--- src/rtl/opdm_pkg.sv ---
// Shared definitions for the OPDM sweep sequencer: state encoding and sweep geometry.
package opdm_pkg;

  localparam int OPDM_N_VEC = 16;
  localparam int OPDM_IDX_W = 4;

  typedef enum logic [2:0] {
    ST_IDLE    = 3'd0,
    ST_APPLY   = 3'd1,
    ST_SETTLE  = 3'd2,
    ST_CAPTURE = 3'd3,
    ST_DONE    = 3'd4
  } opdm_state_t;

endpackage

--- src/rtl/opdm_seq_ctrl.sv ---
// Sweeps all 16 {O,P,D,M} vectors into an external opdm instance and captures H/L per vector.
// state   | meaning
// IDLE    | waiting for i_start, stimulus 0, results held
// APPLY   | vector idx driven, settle timer loaded
// SETTLE  | vector held while the timer counts down to 0
// CAPTURE | H/L sampled into maps/counts, advance or finish
// DONE    | one-cycle o_done pulse, back to IDLE
module opdm_seq_ctrl
  import opdm_pkg::*;
#(
  parameter int SETTLE = 2,
  parameter int N_VEC  = OPDM_N_VEC
) (
  input  logic                  i_clk,
  input  logic                  i_rst_n,
  input  logic                  i_start,
  input  logic                  i_abort,
  input  logic                  i_H,
  input  logic                  i_L,
  output logic                  o_O,
  output logic                  o_P,
  output logic                  o_D,
  output logic                  o_M,
  output logic [OPDM_IDX_W-1:0] o_idx,
  output logic                  o_busy,
  output logic                  o_done,
  output logic [OPDM_N_VEC-1:0] o_h_map,
  output logic [OPDM_N_VEC-1:0] o_l_map,
  output logic [4:0]            o_h_cnt,
  output logic [4:0]            o_l_cnt
);

  opdm_state_t           r_state;
  opdm_state_t           w_state_nxt;
  logic [OPDM_IDX_W-1:0] r_idx;
  logic [3:0]            r_settle;
  logic [OPDM_N_VEC-1:0] r_h_map;
  logic [OPDM_N_VEC-1:0] r_l_map;
  logic [4:0]            r_h_cnt;
  logic [4:0]            r_l_cnt;
  logic                  w_accept;
  logic                  w_capture;
  logic                  w_last;
  logic                  w_busy;
  logic [3:0]            w_stim;

  assign w_last    = (r_idx == 4'(N_VEC - 1));
  assign w_accept  = (r_state == ST_IDLE) && i_start && !i_abort;
  // Abort wins over capture so an aborted vector never lands in the maps.
  assign w_capture = (r_state == ST_CAPTURE) && !i_abort;
  assign w_busy    = (r_state == ST_APPLY) || (r_state == ST_SETTLE) || (r_state == ST_CAPTURE);
  assign w_stim    = w_busy ? r_idx : 4'b0000;

  always_ff @(posedge i_clk or negedge i_rst_n) begin
    if (!i_rst_n) r_state <= ST_IDLE;
    else          r_state <= w_state_nxt;
  end

  always_comb begin
    w_state_nxt = r_state;
    unique case (r_state)
      ST_IDLE:    if (w_accept) w_state_nxt = ST_APPLY;
      ST_APPLY:   w_state_nxt = ST_SETTLE;
      ST_SETTLE:  if (r_settle == 4'd0) w_state_nxt = ST_CAPTURE;
      ST_CAPTURE: w_state_nxt = w_last ? ST_DONE : ST_APPLY;
      ST_DONE:    w_state_nxt = ST_IDLE;
      default:    w_state_nxt = ST_IDLE;
    endcase
    if (i_abort && (r_state != ST_IDLE)) w_state_nxt = ST_IDLE;
  end

  always_ff @(posedge i_clk or negedge i_rst_n) begin
    if (!i_rst_n) begin
      r_idx    <= '0;
      r_settle <= '0;
      r_h_map  <= '0;
      r_l_map  <= '0;
      r_h_cnt  <= '0;
      r_l_cnt  <= '0;
    end else begin
      if (w_accept) begin
        r_idx   <= '0;
        r_h_map <= '0;
        r_l_map <= '0;
        r_h_cnt <= '0;
        r_l_cnt <= '0;
      end
      if (r_state == ST_APPLY) r_settle <= 4'(SETTLE - 1);
      else if ((r_state == ST_SETTLE) && (r_settle != 4'd0)) r_settle <= r_settle - 4'd1;
      if (w_capture) begin
        r_h_map[r_idx] <= i_H;
        r_l_map[r_idx] <= i_L;
        r_h_cnt        <= r_h_cnt + {4'b0000, i_H};
        r_l_cnt        <= r_l_cnt + {4'b0000, i_L};
        if (!w_last) r_idx <= r_idx + 4'd1;
      end
    end
  end

  assign {o_O, o_P, o_D, o_M} = w_stim;
  assign o_idx   = r_idx;
  assign o_busy  = w_busy;
  assign o_done  = (r_state == ST_DONE);
  assign o_h_map = r_h_map;
  assign o_l_map = r_l_map;
  assign o_h_cnt = r_h_cnt;
  assign o_l_cnt = r_l_cnt;

endmodule

--- config.mk ---
export PLATFORM = sky130hd
export DESIGN_NAME = opdm_seq_ctrl
export DESIGN_NICKNAME = d
export VERILOG_FILES = /design/src/rtl/opdm_pkg.sv /design/src/rtl/opdm_seq_ctrl.sv
export SDC_FILE = /design/constraint.sdc
export NUM_CORES = 1
export LEC_CHECK = 0
export CORE_MARGIN = 2
export CORE_UTILIZATION = 45
export DETAILED_ROUTE_END_ITERATION = 10
export HOLD_SLACK_MARGIN = 0.06
export PLACE_DENSITY = 0.72
export SKIP_CTS_REPAIR_TIMING = 1
export SYNTH_ARGS = -nofsm -noshare
export SYNTH_HDL_FRONTEND = slang
export SYNTH_SLANG_ARGS = --single-unit
--- constraint.sdc ---
create_clock -name i_clk -period 2.45 [get_ports i_clk]
set_input_delay 0.3675 -clock i_clk [delete_from_list [all_inputs] [get_ports i_clk]]
set_output_delay 0.3675 -clock i_clk [all_outputs]
set_load 0.005 [all_outputs]
======== Word-level counts from Yosys, hierarchy flattened ========
Index checks and enable logic that the tools add are counted.
cells by class
  equal/unequal tests ..................... 7
  mux-type cells .......................... 22
  reduce and logical (&&, ||, !) cells .... 16
  order comparisons ....................... 2
  add/subtract/negate cells ............... 4
operators by type and width
  cell                   number
  $mux W16               4
  $bwmux W16             2
  $mux W4                6
  $mux W5                3
  $mux W3                4
  $pmux W3 S4            1
  $add A5 B1 Y5          2
  $eq A3 B2 Y1 const B   2
  $logic_and A1 B1 Y1    6
  $lt A4 B5 Y1 const B   1
  $add A4 B1 Y4 const B  1
  $demux W1 S4           1
  $eq A4 B4 Y1 const B   1
  $ge A4 B1 Y1 const B   1
  $logic_not A4 Y1       1
  $reduce_bool A2 Y1     2
  $reduce_bool A4 Y1     1
  $sub A4 B1 Y4 const B  1
  $eq A3 B1 Y1 const B   1
  $eq A3 B3 Y1 const B   1
  $logic_not A3 Y1       1
  $ne A3 B2 Y1 const B   1
  $ne A3 B3 Y1 const B   1
  $reduce_bool A3 Y1     1
  4 further kinds        5
storage, ports and cells
  output and inout port bits .............. 52
  bits in registers ....................... 53
  logic and storage cells ................. 58
  bits of input ports ..................... 6

======== Logic depth before layout (Yosys ltp) ========
Gate-level depths: netlist (run 1).
  depth in word-level cells ............... 6
  depth in mapped cells ................... 7
  depth with buffers taken out ............ 5

======== Worst setup path after synthesis (run 1) ========
OpenSTA, ideal clock, no wires.
  path kind ............................... reg2reg
  from .................................... reg r_state[1]
  to ...................................... reg r_h_map[15], in the netlist o_h_map[15]
  library setup time ...................... 121 ps
  clock period less this slack ............ 1,649 ps
  path slack .............................. 801 ps
  data arrival time ....................... 1,528 ps
  path buffers ............................ 2
  cell stages (with the launch flop) ...... 6
  data required time ...................... 2,329 ps
  path through ............................ dfrtp_1 buf_6 or4_4 buf_6 o22a_1 a22o_1
between the ends
  word-level cells in the longest chain between the ends .. 6
  elaborated cells between the ends (all ways) .. 8
  classes of those cells .................. 1 x eq/ne; 3 x mux; 4 x reduce/logical
RTL lines
  item                               RTL line             source
  start: declaration                 opdm_seq_ctrl.sv:33  opdm_state_t r_state;
  start signal: assignment           opdm_seq_ctrl.sv:56  else r_state <= w_state_nxt;
  $logic_not A3 Y1                   opdm_seq_ctrl.sv:48  assign w_accept = (r_state == ST_IDLE) && i_start && !i_abort;
  $logic_and A1 B1 Y1 (2 in series)  opdm_seq_ctrl.sv:48
  $mux W16                           opdm_seq_ctrl.sv:81  if (w_accept) begin
  $bwmux W16                         opdm_seq_ctrl.sv:91  r_h_map[r_idx] <= i_H;
  $mux W16 *                         opdm_seq_ctrl.sv:90  if (w_capture) begin
  end signal: indexed assignment     opdm_seq_ctrl.sv:91
  end: declaration                   opdm_seq_ctrl.sv:37  logic [OPDM_N_VEC-1:0] r_h_map;
Mark *: on every way between the ends. The rest lies on a longest branch, timed or not.
A chain may end at the register's enable or synchronous reset.

======== Worst setup path in the final report (run 1) ========
  from .................................... reg r_state[1]
  to ...................................... out o_O
between the ends
  word-level cells in the longest chain between the ends .. 4
  elaborated cells between the ends (all ways) .. 6
  classes of those cells .................. 3 x eq/ne; 1 x mux; 2 x reduce/logical
RTL lines
  item                                          RTL line             source
  $eq A3 B1 Y1 or $eq A3 B2 Y1 (tied branches)  opdm_seq_ctrl.sv:51  assign w_busy = (r_state == ST_APPLY) || (r_state == ST_SETTLE) || (r_state == ST_CAPTURE);
  $logic_or A1 B1 Y1                            opdm_seq_ctrl.sv:51
  $logic_or A1 B1 Y1 *                          opdm_seq_ctrl.sv:51
  $mux W4 *                                     opdm_seq_ctrl.sv:52  assign w_stim = w_busy ? r_idx : 4'b0000;
  end: declaration                              opdm_seq_ctrl.sv:20  output logic o_O,
Marked as above.

==> run metrics, run 1 <==
Setup Viol. Count Final 0; # placed instances 382; ANT nets after route 0; Die Area 0.00676 mm^2; Final Hold Fails 0; I/O pins 58; cell with the most instances after synthesis dfrtp_1; critical path launch point type flip-flop; clk buf depth 2; initial drt markers 124; sequential area share after synthesis 48.2%; row cnt 28; Initial Utilization 46.5%; placed cell areas 0.00337 mm^2; Core Area 0.00592 mm^2; Root Buffer clkbuf_8; static leakage 1.48 nW; CTS tree done; Crit. End Element output pin; area share of the largest cell type after synthesis 48.2%; period utilization 92.1%; Final #Nets 330; WL per Instance 16.9 um; Hold WC Path Type in2async; Post-Route WL 6610 um; status completed; Overall Power 2.31 mW; RSZ-0062 raised after global routing no; top cells by area, synth dfrtp_1 (48%), o21ai_0 (6.9%), a32o_1 (5.5%); CTS Sinks 53; vias in the first global route 2152; Worst IR Drop VDD 353 uV; crit path DAT 1.89 ns; fin util 59.2%; #FFs+latches synth 53; routed via count 2336; Synth Net Count 285; Die X 82.2 um; CTS clk-pin slew, worst paths 0.10 ns; ant diodes 0; Slew HR 51.5%; die height 82.2 um; TritonRoute pass-1 iters 4; Hold WS 0.0555 ns; WS Path Type reg2out; Worst-Margin Slew 0.727 ns; leading cell types by count after synthesis dfrtp_1 (53), o21ai_0 (38), clkbuf_1 (16), nand4_1 (16), a32o_1 (15); asr flop ratio synth 100%; grt ovf 0; Critical Path RT 2.08 ns; Post-Syn Area per Cell 10.2 um^2; cell area after layout 0.00350 mm^2; GRT Total Usage 21.0%; post-place setup slack 0.301 ns; minimum clock period 2.26 ns; Mapped Cells 269; worst-path maximum fanout 10; Power Density 660 mW/mm^2; Distinct cells, synth 42; largest net degree at the start of global routing 29; number of max-cap violations 0; clk_lat worst skew 0.32 ns; CTS Buf Count 5; YS warnings 0; Post-DP HPWL 4370 um; vias per inst 5.99; Syn Std Cell Area 0.00275 mm^2; Post-Layout Cell Count 390; fillers 501; biggest area consumer among synthesized cells dfrtp_1; layout cells sized above 1 8.25%; initial antenna violation count 0; Sum Neg Setup Slack 0 ns; skew final 0.0104 ns; IO Port Bufs 57; CTS HTree Levels 2; Placer Congestion 0.780; post-route DRC violation count 0; Final Max Slew Viols 0; Layout area overhead 27.3%; Top FF cell, synth dfrtp_1; Final WS setup 0.193 ns; Max Freq 443 MHz; first-pass GRT wire length 10900 um; Post-synth EDFFs 0
registers in the layout, indices dropped and copies added, names as in the netlist:
register  cells
o_h_map      16
o_l_map      16
o_h_cnt       5
o_l_cnt       5
o_idx         4
r_settle      4
r_state       3
report_power, final:
part           switching [mW]  leakage (nW)  internal, mW  total [mW]
registers              0.0885         0.733         0.939        1.03
clock network           0.297        0.0681         0.406       0.703
logic                   0.334         0.678         0.246       0.580
total                   0.720          1.48          1.59        2.31
final timing paths:
kind | from | end | slack [ns] | depth (start not counted)
worst max-delay path | r_state[1] | o_O | 0.19 | 4
worst min-delay path | i_rst_n | o_h_map[15] | 0.06 | 1
worst max register to register | r_state[2] | o_l_map[14] | 0.56 | 3
worst min register to register | o_l_map[14] | o_l_map[14] | 0.50 | 1
max in group asynchronous | i_rst_n | o_h_cnt[1] | 1.83 | 2
min in group i_clk | o_l_map[14] | o_l_map[14] | 0.50 | 1
critical path, cell delays in order, from the launching register on:
cell and delay (ns):
dfrtp_1 0.51, nor2_1 0.37, nor2_1 0.09, and2_1 0.17
clkdlybuf4s50_1 0.43
layer usage:
layer | vias up | share of wire, % | GRT usage [%]
li1 | 1100 | - | -
met1 | 1161 | 49 | 32.0
met2 | 70 | 45 | 31.0
met3 | 5 | 5.4 | 3.80
met4 | 0 | 0.65 | 4.50
met5 | - | 0 | 0
cell usage in the layout, fill, tap and decap left out, types with 2 or more instances in the layout:
| master | count |
|---|---|
| a211o_1 | 2 |
| nand4_1 | 16 |
| and2_1 | 2 |
| buf_4 | 6 |
| dfrtp_1 | 53 |
| or3b_2 | 3 |
| o22a_1 | 4 |
| a32o_1 | 15 |
| nor2_1 | 5 |
| o21a_1 | 2 |
| a22o_1 | 6 |
| nor3b_1 | 4 |
| inv_1 | 6 |
| clkbuf_8 | 5 |
| o21ai_0 | 38 |
| bufinv_16 | 2 |
| mux2i_1 | 2 |
| clkdlybuf4s50_1 | 56 |
| xnor2_1 | 5 |
| nand2_1 | 11 |
| buf_12 | 2 |
| ha_1 | 10 |
| a22oi_1 | 5 |
| and3_1 | 9 |
| a21oi_1 | 7 |
| nand3_1 | 12 |
| nor3_1 | 7 |
| and3b_1 | 4 |
kinds of logic (layout without fill, tap and decap cells):
group / after synthesis / after routing / share of synthesized area (%)
buffers and inverters: 33 / 79 / 5.45
flip-flops: 53 / 53 / 48.2
adder cells (fa/ha/maj): 10 / 10 / 4.55
multiplexers: 2 / 2 / 0.727
AO/OA/AOI/OAI: 85 / 85 / 21.2
AND/OR/NAND/NOR: 81 / 81 / 18.3
XOR/XNOR: 5 / 5 / 1.59
cell type report:
class	count	area (um^2)	area share [%]
timing repair buffer	65	651	18.6
inverter	6	22.5	0.643
multi-input combinational	183	1280	36.4
tap	75	93.8	2.68
clock inverter	3	65.1	1.86
clock buffer	5	68.8	1.96
sequential	53	1330	37.9
Power figures use the tool's default switching activity.
==> run 2: changes to the inputs <==
Settings changed: CAP_MARGIN from default to 5, GPL_TIMING_DRIVEN from default to 0.
Clock period 2.45 ns to 2.25 ns, I/O delays scaled along.
==> run metrics, run 2 (synthesized netlist as in run 1, its figures left out) <==
number of max-cap violations 0; worst-path maximum fanout 10; Die X 82.2 um; ant diodes 0; post-place setup slack -0.137 ns; status completed; Final Hold Fails 0; grt ovf 0; RR Startpoint r_state[2]; static leakage 1.51 nW; ANT nets after route 0; slowest CP cell clkdlybuf4s50_1; crit path DAT 2.31 ns; Post-DP HPWL 4900 um; Critical Path RT 2.47 ns; CTS tree done; Placer Congestion 0.805; Post-Route WL 7020 um; critical path launch point type primary input; vias per inst 5.89; WHS Endpoint o_l_map[13]; Crit path top cell by count buf_2; r2r setup slk 0.30 ns; cell area after layout 0.00355 mm^2; sw power 804 uW; die height 82.2 um; layout cells sized above 1 9.23%; TritonRoute pass-1 iters 4; period utilization 93.0%; CTS Sinks 53; Storage cell area 0.00133 mm^2; largest net degree at the start of global routing 32; Die Area 0.00676 mm^2; WS Path Type in2reg; Hold Crit Depth 1; WL per Instance 17.1 um; fillers 507; Sum Neg Setup Slack 0 ns; most frequent cells in the layout clkdlybuf4s50_1 (56), dfrtp_1 (53), o21ai_0 (38), nand4_1 (16), a32o_1 (15); commonest non-fill, non-tap cell in the layout clkdlybuf4s50_1; area occupied by multi-input gates 0.00128 mm^2; Layout area overhead 28.9%; minimum clock period 2.09 ns; Crit. End Element flip-flop; Logic pwr share 29.9%; CTS HTree Levels 2; routed via count 2419; Final Max Slew Viols 0; first-pass GRT wire length 11700 um; Worst IR Drop VDD 360 uV; clk_lat worst skew 0.31 ns; CTS clk-pin slew, worst paths 0.10 ns; Initial Utilization 46.5%; Final WS setup 0.157 ns; IO Port Bufs 57; switching share of power 33.4%; reg2reg end o_h_map[3]; P_int 1.60 mW; HP Start o_l_map[13]; CTS Buf Count 5; Root Buffer clkbuf_8; placed cell areas 0.00343 mm^2; worst path cell trace clkdlybuf4s50_1 -> and4bb_2 -> clkbuf_1 -> buf_2 -> buf_2 -> nand4_1 -> o21ai_0; RSZ-0062 raised after global routing no; max incr delay on CP 0.53 ns; Worst-Margin Slew 0.563 ns; Power Density 678 mW/mm^2; initial antenna violation count 0; skew final 0.00520 ns; worst reg2reg path depth 6; row cnt 28; Slew HR 62.4%; initial drt markers 136; Max Freq 478 MHz; Final #Nets 351; clk buf depth 2; GRT Total Usage 22.8%; I/O pins 58; Sequential Power Share 45.2%; Core Area 0.00592 mm^2; post-route DRC violation count 0; Hold WC Path Type reg2reg; Setup Viol. Count Final 0; vias in the first global route 2338; Clock power frac 24.9%
run 2: final cells by class:
type	count	area share, %
repair buffers	59	16.8
multi-input cells	183	36.0
plain buffers	27	3.67
well taps	75	2.64
clock buffers	7	2.72
flip-flops and latches	53	37.4
clock inverters	1	0.141
inverters	6	0.635
run 2: power by group through the flow:
| stage | clock [mW] | combinational, mW | sequential [mW] |
|---|---|---|---|
| after floorplan | 0 | 0.451 | 1.09 |
| after global placement | 0 | 0.692 | 1.10 |
| after detailed placement | 0 | 0.707 | 1.11 |
| after CTS | 0.612 | 0.711 | 1.09 |
| after global routing | 0.645 | 0.803 | 1.10 |
| final | 0.600 | 0.719 | 1.09 |
run 2: worst max path at each step:
stage                             end  cells past startpoint        from  slack [ns]
after CTS                         o_O                      3    o_idx[3]        0.02
final                      o_h_map[3]                      7     i_abort        0.16
after floorplan           o_h_map[15]                      5  r_state[1]        0.60
after global placement     o_h_cnt[1]                      1     i_rst_n       -0.79
after global routing       o_l_map[1]                      7     i_abort        0.03
after detailed placement   o_h_map[9]                      7     i_abort       -0.14
run 2: critical path, delay by kind of cell:
family / cells / cell delay (ns)
and+or+nand+nor: 2 / 0.46
AOI/OAI and AO/OA: 1 / 0.14
buffers and inverters: 4 / 1.38
run 2: metrics by stage:
step | utilization, % | hold WS [ns] | cells | power (mW)
4_1_cts | 59.7 | 0.0222 | 410 | 2.41
6_report | 59.9 | 0.505 | 411 | 2.41
2_1_floorplan | - | 0.0419 | 269 | 1.54
3_5_place_dp | 58.0 | 0.363 | 402 | 1.81
5_1_grt | 59.9 | 0.520 | 411 | 2.55
3_3_place_gp | 57.7 | 0.483 | 401 | 1.80
run 2: per-layer routing:
metal  share of wire (%)  global-route usage [%]  up-vias  wire [um]
met5                   0                       0        -          0
met4                 1.0                    7.17        0         71
met3                 5.1                    3.15        7        359
met2                  46                    35.5       77       3220
met1                  48                    32.9     1183       3370
li1                    -                       -     1152          -
==> run 3: changes to the inputs <==
Settings changed: CORE_ASPECT_RATIO from default to 1.5.
==> run metrics, run 3 (synthesized netlist as in run 1, its figures left out) <==
status completed; grt ovf 0; Core Area 0.00587 mm^2; IO Port Bufs 57; CTS Sinks 53; largest net degree at the start of global routing 29; TritonRoute pass-1 iters 5; Slew HR 58.2%; critical path launch point type flip-flop; cell area after layout 0.00352 mm^2; slowest CP cell clkdlybuf4s50_1; WL per Instance 17.1 um; Worst-Margin Slew 0.627 ns; period utilization 92.9%; Hold WC Path Type in2async; Logic pwr share 30.3%; Hold WS 0.0386 ns; CTS clk-pin slew, worst paths 0.09 ns; ANT nets after route 0; Final Max Slew Viols 0; switching share of power 33.0%; reg2reg end o_h_map[10]; Post-Route WL 6920 um; r2r setup slk 0.47 ns; crit path DAT 1.75 ns; Final WS setup 0.159 ns; Worst IR Drop VDD 437 uV; vias in the first global route 2369; vias per inst 5.98; post-place setup slack -0.187 ns; post-route DRC violation count 0; CTS Buf Count 5; first-pass GRT wire length 11500 um; Crit. End Element output pin; Root Buffer clkbuf_8; CTS HTree Levels 2; P_int 1.57 mW; commonest non-fill, non-tap cell in the layout clkdlybuf4s50_1; skew final 0.0124 ns; initial antenna violation count 0; RSZ-0062 raised after global routing no; number of max-cap violations 0; Clock power frac 23.4%; row cnt 34; max incr delay on CP 0.49 ns; layout cells sized above 1 8.71%; Max Freq 478 MHz; initial drt markers 145; GRT Total Usage 22.2%; Setup Viol. Count Final 0; RR Startpoint r_state[2]; Die X 67.9 um; Critical Path RT 1.91 ns; clk_lat worst skew 0.31 ns; minimum clock period 2.09 ns; Overall Power 2.34 mW; Final Hold Fails 0; ant diodes 0; Initial Utilization 46.9%; die height 99.8 um; Die Area 0.00677 mm^2; Final #Nets 349; I/O pins 58; Power Density 665 mW/mm^2; WS Path Type reg2out; worst path cell trace clkbuf_2 -> nor2_1 -> and2_1 -> clkdlybuf4s50_1; Post-DP HPWL 5100 um; sw power 773 uW; CTS tree done; clk buf depth 2; Sequential Power Share 46.3%; static leakage 1.49 nW; Placer Congestion 0.845; routed via count 2421; most frequent cells in the layout clkdlybuf4s50_1 (56), dfrtp_1 (53), o21ai_0 (38), nand4_1 (16), a32o_1 (15); worst reg2reg path depth 5; placed cell areas 0.00343 mm^2; worst-path maximum fanout 10; Layout area overhead 27.7%
## run 3: worst max path at each step
stage / start / endpoint / slack, ns / cells after the start
3_3_place_gp: i_rst_n / o_h_cnt[2] / -0.75 / 1
3_5_place_dp: i_abort / o_l_map[1] / -0.19 / 7
5_1_grt: r_state[2] / o_O / 0.05 / 4
6_report: r_state[2] / o_O / 0.16 / 4
2_1_floorplan: r_state[1] / o_h_map[15] / 0.60 / 5
4_1_cts: o_idx[3] / o_O / 0.04 / 3
## run 3: stage by stage
stage / setup TNS [ns] / utilization, % / instances
finish: 0 / 59.9 / 405
floorplan: 0 / - / 269
detailed placement: -3.40 / 58.4 / 399
global placement: -41.59 / 58.1 / 398
CTS: 0 / 59.9 / 406
global route: 0 / 59.9 / 405
## run 3: power by group through the flow
stage | Clock [mW] | Sequential [mW] | Combinational (mW)
floorplan | 0 | 1.09 | 0.451
global placement | 0 | 1.10 | 0.686
detailed placement | 0 | 1.10 | 0.707
CTS | 0.556 | 1.08 | 0.708
global route | 0.592 | 1.10 | 0.787
finish | 0.547 | 1.08 | 0.708
## run 3: worst max-delay path, delay by kind of cell (launching register included)
family	cells	cell delay [ns]
buffers and inverters	2	0.70
and+or+nand+nor	2	0.28
DFF	1	0.47
## run 3: final cells by class
class	instances	area, um^2
Buffer	26	126
Sequential cell	53	1330
Fill cell	538	2350
Multi-Input combinational cell	183	1280
Clock buffer	7	86.3
Timing Repair Buffer	58	586
Tap cell	72	90.1
Inverter	6	22.5
## run 3: routing by layer
metal	vias to the layer above	GRT usage, %	share of wire, %
met1	1184	28.6	39
li1	1141	-	-
met2	84	37.0	53
met4	0	8.31	1.9
met3	12	3.92	6.2
met5	-	0	0
